===== config.mk =====
export PLATFORM = sky130hd
export DESIGN_NAME = cascade_counter_flat
export DESIGN_NICKNAME = d
export VERILOG_FILES = /design/src/rtl/cascade_counter_pkg.sv /design/src/rtl/cascade_counter_if.sv /design/src/rtl/cascade_counter_mod_counter.sv /design/src/rtl/cascade_counter.sv /design/src/flat_wrapper.sv
export SDC_FILE = /design/constraint.sdc
export NUM_CORES = 1
export LEC_CHECK = 0
export CORE_MARGIN = 2
export CORE_UTILIZATION = 30
export CTS_CLUSTER_DIAMETER = 60
export DETAILED_ROUTE_END_ITERATION = 16
export PLACE_DENSITY = 0.65
export SLEW_MARGIN = 10
export SYNTH_ARGS = -nofsm -noshare
export SYNTH_HDL_FRONTEND = slang
export SYNTH_HIERARCHICAL = 1
export SYNTH_SLANG_ARGS = --single-unit

===== constraint.sdc =====
create_clock -name clk -period 1.6 [get_ports clk]
set_clock_uncertainty 0.1 [all_clocks]
set_input_delay 0.16 -clock clk [delete_from_list [all_inputs] [get_ports clk]]
set_output_delay 0.16 -clock clk [all_outputs]
set_load 0.005 [all_outputs]

===== src/rtl/cascade_counter_pkg.sv =====
// Shared defaults, counter operation encoding and modulus wrap helper
// for the cascade_counter slice.
package cascade_counter_pkg;

    localparam int unsigned DEF_WIDTH   = 4;
    localparam int unsigned DEF_MOD_VAL = 16;
    localparam int unsigned DEF_TC_VAL  = 12;
    localparam int unsigned DEF_PER_W   = 16;

    // Operation selected on an edge, already resolved by priority clr > load > enable
    typedef enum logic [1:0] {
        OP_HOLD,
        OP_CLEAR,
        OP_LOAD,
        OP_COUNT
    } cnt_op_e;

    // Successor of value in a modulus-wrapping up count (0..modulus-1)
    function automatic int unsigned next_mod(input int unsigned value, input int unsigned modulus);
        return (value >= modulus - 1) ? 0 : value + 1;
    endfunction

endpackage


===== src/rtl/cascade_counter_if.sv =====
// Control/status bundle of cascade_counter. The master drives controls,
// the slave (the counter) drives counts and status.
interface cascade_counter_if #(
    parameter int unsigned WIDTH = 4,
    parameter int unsigned PER_W = 16
);
    logic             cnt_en;
    logic             clr;
    logic             load;
    logic [WIDTH-1:0] load_val;
    logic [WIDTH-1:0] pri_cnt;
    logic [WIDTH-1:0] sec_cnt;
    logic             tick;
    logic             sec_zero;
    logic [PER_W-1:0] period;
    logic             period_vld;

    modport master (
        output cnt_en, clr, load, load_val,
        input  pri_cnt, sec_cnt, tick, sec_zero, period, period_vld
    );

    modport slave (
        input  cnt_en, clr, load, load_val,
        output pri_cnt, sec_cnt, tick, sec_zero, period, period_vld
    );
endinterface


===== src/rtl/cascade_counter_mod_counter.sv =====
// mod_counter: up counter wrapping at MOD_VAL with sync clear and load.
// Load values outside 0..MOD_VAL-1 load as 0.
module mod_counter
    import cascade_counter_pkg::*;
#(
    parameter int unsigned WIDTH   = DEF_WIDTH,
    parameter int unsigned MOD_VAL = DEF_MOD_VAL
) (
    input  logic             clk_i,
    input  logic             rst_i,
    input  logic             en_i,
    input  logic             clr_i,
    input  logic             load_i,
    input  logic [WIDTH-1:0] load_val_i,
    output logic [WIDTH-1:0] cnt_o
);

    cnt_op_e          op;
    logic [WIDTH-1:0] cnt_q, cnt_d;

    // Resolve the edge operation and compute the next count
    always_comb begin
        op = OP_HOLD;
        if (clr_i)       op = OP_CLEAR;
        else if (load_i) op = OP_LOAD;
        else if (en_i)   op = OP_COUNT;

        cnt_d = cnt_q;
        case (op)
            OP_CLEAR: cnt_d = '0;
            OP_LOAD:  cnt_d = (32'(load_val_i) >= MOD_VAL) ? '0 : load_val_i;
            OP_COUNT: cnt_d = WIDTH'(next_mod(32'(cnt_q), MOD_VAL));
            default:  cnt_d = cnt_q;
        endcase
    end

    // Count register
    always_ff @(posedge clk_i or posedge rst_i) begin
        if (rst_i) cnt_q <= '0;
        else       cnt_q <= cnt_d;
    end

    assign cnt_o = cnt_q;

endmodule


===== src/rtl/cascade_counter.sv =====
// cascade_counter: primary modulus counter whose terminal count produces a
// registered tick that decrements a secondary down counter.
// Optional macro CASCADE_CNT_PERIOD_EN adds measurement of clk cycles between
// consecutive ticks; without it period/period_vld are tied to 0.
module cascade_counter
    import cascade_counter_pkg::*;
#(
    parameter int unsigned      WIDTH    = DEF_WIDTH,
    parameter int unsigned      MOD_VAL  = DEF_MOD_VAL,
    parameter int unsigned      TC_VAL   = DEF_TC_VAL,
    parameter logic [WIDTH-1:0] SEC_INIT = '1,
    parameter int unsigned      PER_W    = DEF_PER_W
) (
    input  logic             clk,
    input  logic             rst,
    cascade_counter_if.slave bus
);

    logic [WIDTH-1:0] pri_cnt;
    logic [WIDTH-1:0] sec_q, sec_d;
    logic             tick_q, tick_d;
    logic [PER_W-1:0] period_q;
    logic             period_vld_q;

    mod_counter #(
        .WIDTH   (WIDTH),
        .MOD_VAL (MOD_VAL)
    ) u_pri (
        .clk_i      (clk),
        .rst_i      (rst),
        .en_i       (bus.cnt_en),
        .clr_i      (bus.clr),
        .load_i     (bus.load),
        .load_val_i (bus.load_val),
        .cnt_o      (pri_cnt)
    );

    // Arm tick when the primary advances past terminal count; clear decrements nothing
    always_comb begin
        tick_d = bus.cnt_en & (32'(pri_cnt) == TC_VAL) & ~bus.clr & ~bus.load;
        sec_d  = sec_q;
        if (bus.clr)     sec_d = SEC_INIT;
        else if (tick_q) sec_d = sec_q - 1'b1;
    end

    // Tick and secondary registers
    always_ff @(posedge clk or posedge rst) begin
        if (rst) begin
            tick_q <= 1'b0;
            sec_q  <= SEC_INIT;
        end else begin
            tick_q <= tick_d;
            sec_q  <= sec_d;
        end
    end

`ifdef CASCADE_CNT_PERIOD_EN
    logic [PER_W-1:0] per_cnt_q, per_cnt_d, period_d;
    logic             armed_q, armed_d, period_vld_d;

    // First tick after reset/clear only arms; later ticks publish the cycle count
    always_comb begin
        per_cnt_d    = per_cnt_q;
        armed_d      = armed_q;
        period_d     = period_q;
        period_vld_d = period_vld_q;
        if (bus.clr) begin
            per_cnt_d    = '0;
            armed_d      = 1'b0;
            period_vld_d = 1'b0;
        end else if (tick_q) begin
            per_cnt_d = PER_W'(1);
            armed_d   = 1'b1;
            if (armed_q) begin
                period_d     = per_cnt_q;
                period_vld_d = 1'b1;
            end
        end else if (per_cnt_q != '1) begin
            per_cnt_d = per_cnt_q + 1'b1;
        end
    end

    // Period measurement registers
    always_ff @(posedge clk or posedge rst) begin
        if (rst) begin
            per_cnt_q    <= '0;
            armed_q      <= 1'b0;
            period_q     <= '0;
            period_vld_q <= 1'b0;
        end else begin
            per_cnt_q    <= per_cnt_d;
            armed_q      <= armed_d;
            period_q     <= period_d;
            period_vld_q <= period_vld_d;
        end
    end
`else
    assign period_q     = '0;
    assign period_vld_q = 1'b0;
`endif

    assign bus.pri_cnt    = pri_cnt;
    assign bus.sec_cnt    = sec_q;
    assign bus.tick       = tick_q;
    assign bus.sec_zero   = (sec_q == '0);
    assign bus.period     = period_q;
    assign bus.period_vld = period_vld_q;

endmodule


===== src/flat_wrapper.sv =====
// flat-port wrapper written by rule: the top's interface ports become plain ports
module cascade_counter_flat import cascade_counter_pkg::*;
#(
    parameter int unsigned      WIDTH    = DEF_WIDTH,
    parameter int unsigned      MOD_VAL  = DEF_MOD_VAL,
    parameter int unsigned      TC_VAL   = DEF_TC_VAL,
    parameter logic [WIDTH-1:0] SEC_INIT = '1,
    parameter int unsigned      PER_W    = DEF_PER_W
)
  (clk, rst, bus_cnt_en, bus_clr, bus_load, bus_load_val, bus_pri_cnt, bus_sec_cnt, bus_tick, bus_sec_zero, bus_period, bus_period_vld);
  cascade_counter_if #(.WIDTH(WIDTH), .PER_W(PER_W)) bus_i ();
  input  logic clk;
  input  logic rst;
  input wire logic [$bits(bus_i.cnt_en)-1:0] bus_cnt_en;
  input wire logic [$bits(bus_i.clr)-1:0] bus_clr;
  input wire logic [$bits(bus_i.load)-1:0] bus_load;
  input wire logic [$bits(bus_i.load_val)-1:0] bus_load_val;
  output wire logic [$bits(bus_i.pri_cnt)-1:0] bus_pri_cnt;
  output wire logic [$bits(bus_i.sec_cnt)-1:0] bus_sec_cnt;
  output wire logic [$bits(bus_i.tick)-1:0] bus_tick;
  output wire logic [$bits(bus_i.sec_zero)-1:0] bus_sec_zero;
  output wire logic [$bits(bus_i.period)-1:0] bus_period;
  output wire logic [$bits(bus_i.period_vld)-1:0] bus_period_vld;
  assign bus_i.cnt_en = bus_cnt_en;
  assign bus_i.clr = bus_clr;
  assign bus_i.load = bus_load;
  assign bus_i.load_val = bus_load_val;
  assign bus_pri_cnt = bus_i.pri_cnt;
  assign bus_sec_cnt = bus_i.sec_cnt;
  assign bus_tick = bus_i.tick;
  assign bus_sec_zero = bus_i.sec_zero;
  assign bus_period = bus_i.period;
  assign bus_period_vld = bus_i.period_vld;
  cascade_counter #(.WIDTH(WIDTH), .MOD_VAL(MOD_VAL), .TC_VAL(TC_VAL), .SEC_INIT(SEC_INIT), .PER_W(PER_W)) u_core (.clk(clk), .rst(rst), .bus(bus_i));
endmodule

==> flow_metrics.env <==
export IMPL_critical_path_class="reg2out"
export IMPL_syn_area_per_cell_um2=9.35
export IMPL_cts_hold_buf=0
export IMPL_busiest_layer="met2"
export IMPL_fillers=202
export IMPL_wire_per_inst_um=10.3
export IMPL_die_w_um=50.0
export IMPL_syn_inst=68
export IMPL_final_max_slew_viol_count=0
export IMPL_max_vdd_ir_drop_uv=273
export IMPL_synth_compound_area_share=0.0906
export IMPL_startpoint_type="flop"
export IMPL_finalNonFillerCells=121
export IMPL_grt_first_pass_wirelength_um=1960
export IMPL_synth_mux_area_fraction=0.0335
export IMPL_finalWirelength_um=1250
export IMPL_areaGrowthSynthToFinish_pct=32.7
export IMPL_synthAdderAreaFrac=0.0394
export IMPL_grt_antenna_before_repair=0
export IMPL_cp_arrival_ps=1270
export IMPL_grt_setup_unrepaired="false"
export IMPL_cp_required_ps=1340
export IMPL_nets=106
export IMPL_num_antenna_cells=0
export IMPL_synth_cell_types=27
export IMPL_dpl_hpwl_um=962
export IMPL_cts_root_buffer="clkbuf_4"
export IMPL_hold_path_class="in2async"
export IMPL_gp_congestion=0.690
export IMPL_setup_viol=0
export IMPL_synth_top_cell_area_share=0.201
export IMPL_path_cells="clkdlybuf4s50_1"
export IMPL_synth_flop_cell="dfrtp_1"
export IMPL_critPathMaxStageDelay_ps=530
export IMPL_yosysMostFrequentCell="buf_4"
export IMPL_synth_seq_cells=9
export IMPL_critPathBufInv=1
export IMPL_synth_xor_area_frac=0.0413
export IMPL_yosys_area_share_simple=0.197
export IMPL_synthTopCellsByArea="buf_4 20%, dfrtp_1 20%, dfstp_2 17%, ha_1 3.9%, nor4b_4 3.7%"
export IMPL_gr_usage_all_layers=0.107
export IMPL_grt_use_met2=0.173
export IMPL_drv_cap=0
export IMPL_switching_share=0.248
export IMPL_synth_commonest_cells="17 x buf_4, 5 x dfrtp_1, 5 x inv_1"
export IMPL_synth_top_area_cell="buf_4"
export IMPL_cts_sinks=9
export IMPL_syn_cell_area_um2=636
export IMPL_vias_per_cell=4.08
export IMPL_hold_ws_ps=32.8
export IMPL_power_density_mw_per_mm2=593
export IMPL_io_pins=36
export IMPL_clock_latency_ps=250
export IMPL_fin_util=0.426
export IMPL_cts_tree="built"
export IMPL_h_tree_depth=1
export IMPL_drc_errors=0
export IMPL_yosysWarnings=6
export IMPL_critPathCaptureType="output port"
export IMPL_synth_edf_count=0
export IMPL_status="completed"
export IMPL_path_clk_slew_ps=60
export IMPL_cp_slowest_cell="dfstp_2"
export IMPL_final_min_clock_period_ps=1530
export IMPL_p_leak_nw=0.401
export IMPL_use_met1=0.118
export IMPL_cpLargestDelayFamily="flip-flops"
export IMPL_p_switching_w=0.000124
export IMPL_tns_ps=0
export IMPL_drt_iter0_drc=0
export IMPL_crit_fanout=2
export IMPL_die_area_mm2=0.00250
export IMPL_synthArstFlopShare=1.00
export IMPL_chipHeight_um=50.0
export IMPL_grt_pass1_vias=447
export IMPL_drive_above_1_share=0.181
export IMPL_clkPwrFrac=0.340
export IMPL_hold_viol=0
export IMPL_dr_pass1_iters=1
export IMPL_dp_cells=115
export IMPL_setup_slack_ps=70.3
export IMPL_core_mm2=0.00198
export IMPL_cts_buffer_depth=2
export IMPL_synth_top_family_by_area="buffers and inverters"
export IMPL_timing_fmax_ghz=0.654
export IMPL_p_int_w=0.000376
export IMPL_pwr_share_seq=0.494
export IMPL_port_buffers=18
export IMPL_rows=16
export IMPL_initial_core_util=0.321
export IMPL_grt_util_met3=0.0182
export IMPL_ant_nets=0
export IMPL_via_count=494
export IMPL_p_comb_frac=0.166
export IMPL_yosysSeqAreaShare=0.362
export IMPL_cts_buffers_inserted=3
export IMPL_dp_slack_ps=2.08
export IMPL_grt_max_degree=12
export IMPL_grt_remaining_overflow=0
export IMPL_period_share=0.956
[power by group through the flow]
stage	sequential (W)	combinational (W)	clock, W
2_1_floorplan	0.000249	0.0000642	0
3_3_place_gp	0.000250	0.0000814	0
3_5_place_dp	0.000250	0.0000832	0
4_1_cts	0.000247	0.0000836	0.000181
5_1_grt	0.000248	0.0000929	0.000190
6_report	0.000247	0.0000830	0.000170
[area by class of cell]
cell class,instances,area (um^2),area share
multi-input cells,53,322,0.381
inverters,5,18.8,0.0223
flip-flops and latches,9,230,0.273
repair buffers,23,213,0.252
clock buffers,4,26.3,0.0312
well taps,27,33.8,0.0401
[path summary, 6_finish.rpt]
path	start	endpoint	slack [ps]	cells after the start
min in group clk	bus_load_val[1]	u_core/u_pri/cnt_o[1]	380	3
max in group asynchronous	rst	u_core/bus.sec_cnt[3]	1130	2
min	rst	u_core/u_pri/cnt_o[3]	30	2
max reg2reg	u_core/u_pri/cnt_o[0]	u_core/u_pri/cnt_o[1]	240	4
max	u_core/bus.sec_cnt[2]	bus_sec_cnt[2]	70	1
min reg2reg	u_core/u_pri/cnt_o[1]	u_core/bus.tick	440	1
[flip-flops by register name, indices dropped and copies added, names as in the netlist]
signal              count
u_core/bus.sec_cnt      4
u_core/u_pri/cnt_o      4
u_core/bus.tick         1
[per-stage QoR]
stage	instance area, um^2	total power (W)
after floorplan	696	0.000313
after detailed placement	805	0.000333
after CTS	837	0.000511
after global routing	843	0.000530
after global placement	805	0.000332
final	843	0.000500
[timing repair]
action / 4_1_cts / 5_1_grt
pin swaps: 0 / 1
setup buffers: 1 / 1
gates resized for setup: 4 / 3
endpoints found under the setup margin: 4 / 2
[layout by cell type, fill, tap and decap left out, types with 2 or more instances in the layout]
cell type / synthesis / routed
dfstp_2: 4 / 4
nor2_1: 4 / 4
dfrtp_1: 5 / 5
dlygate4sd2_1: 0 / 2
xor2_1: 2 / 2
nand3_1: 3 / 3
conb_1: 1 / 17
o22ai_1: 2 / 2
inv_1: 5 / 5
a21oi_1: 3 / 3
buf_4: 17 / 5
nand2_1: 4 / 4
clkbuf_4: 0 / 3
nor3b_1: 2 / 2
clkdlybuf4s50_1: 0 / 14
[cells by family (layout without fill, tap and decap cells)]
family	Yosys count	count (layout)
other	1	17
adder cells (fa/ha/maj)	2	2
XOR/XNOR	3	3
buffers and inverters	22	32
multiplexers	2	2
AND/OR/NAND/NOR	20	20
AO/OA/AOI/OAI	9	9
flip-flops	9	9
[routing by layer]
layer	up-vias	share of wire	wire, um
met5	-	0	0
met3	2	0.063	79
met2	21	0.52	649
met1	223	0.39	490
met4	0	0.022	27
li1	248	-	-
Note: power is estimated with default switching activity, not from simulation.
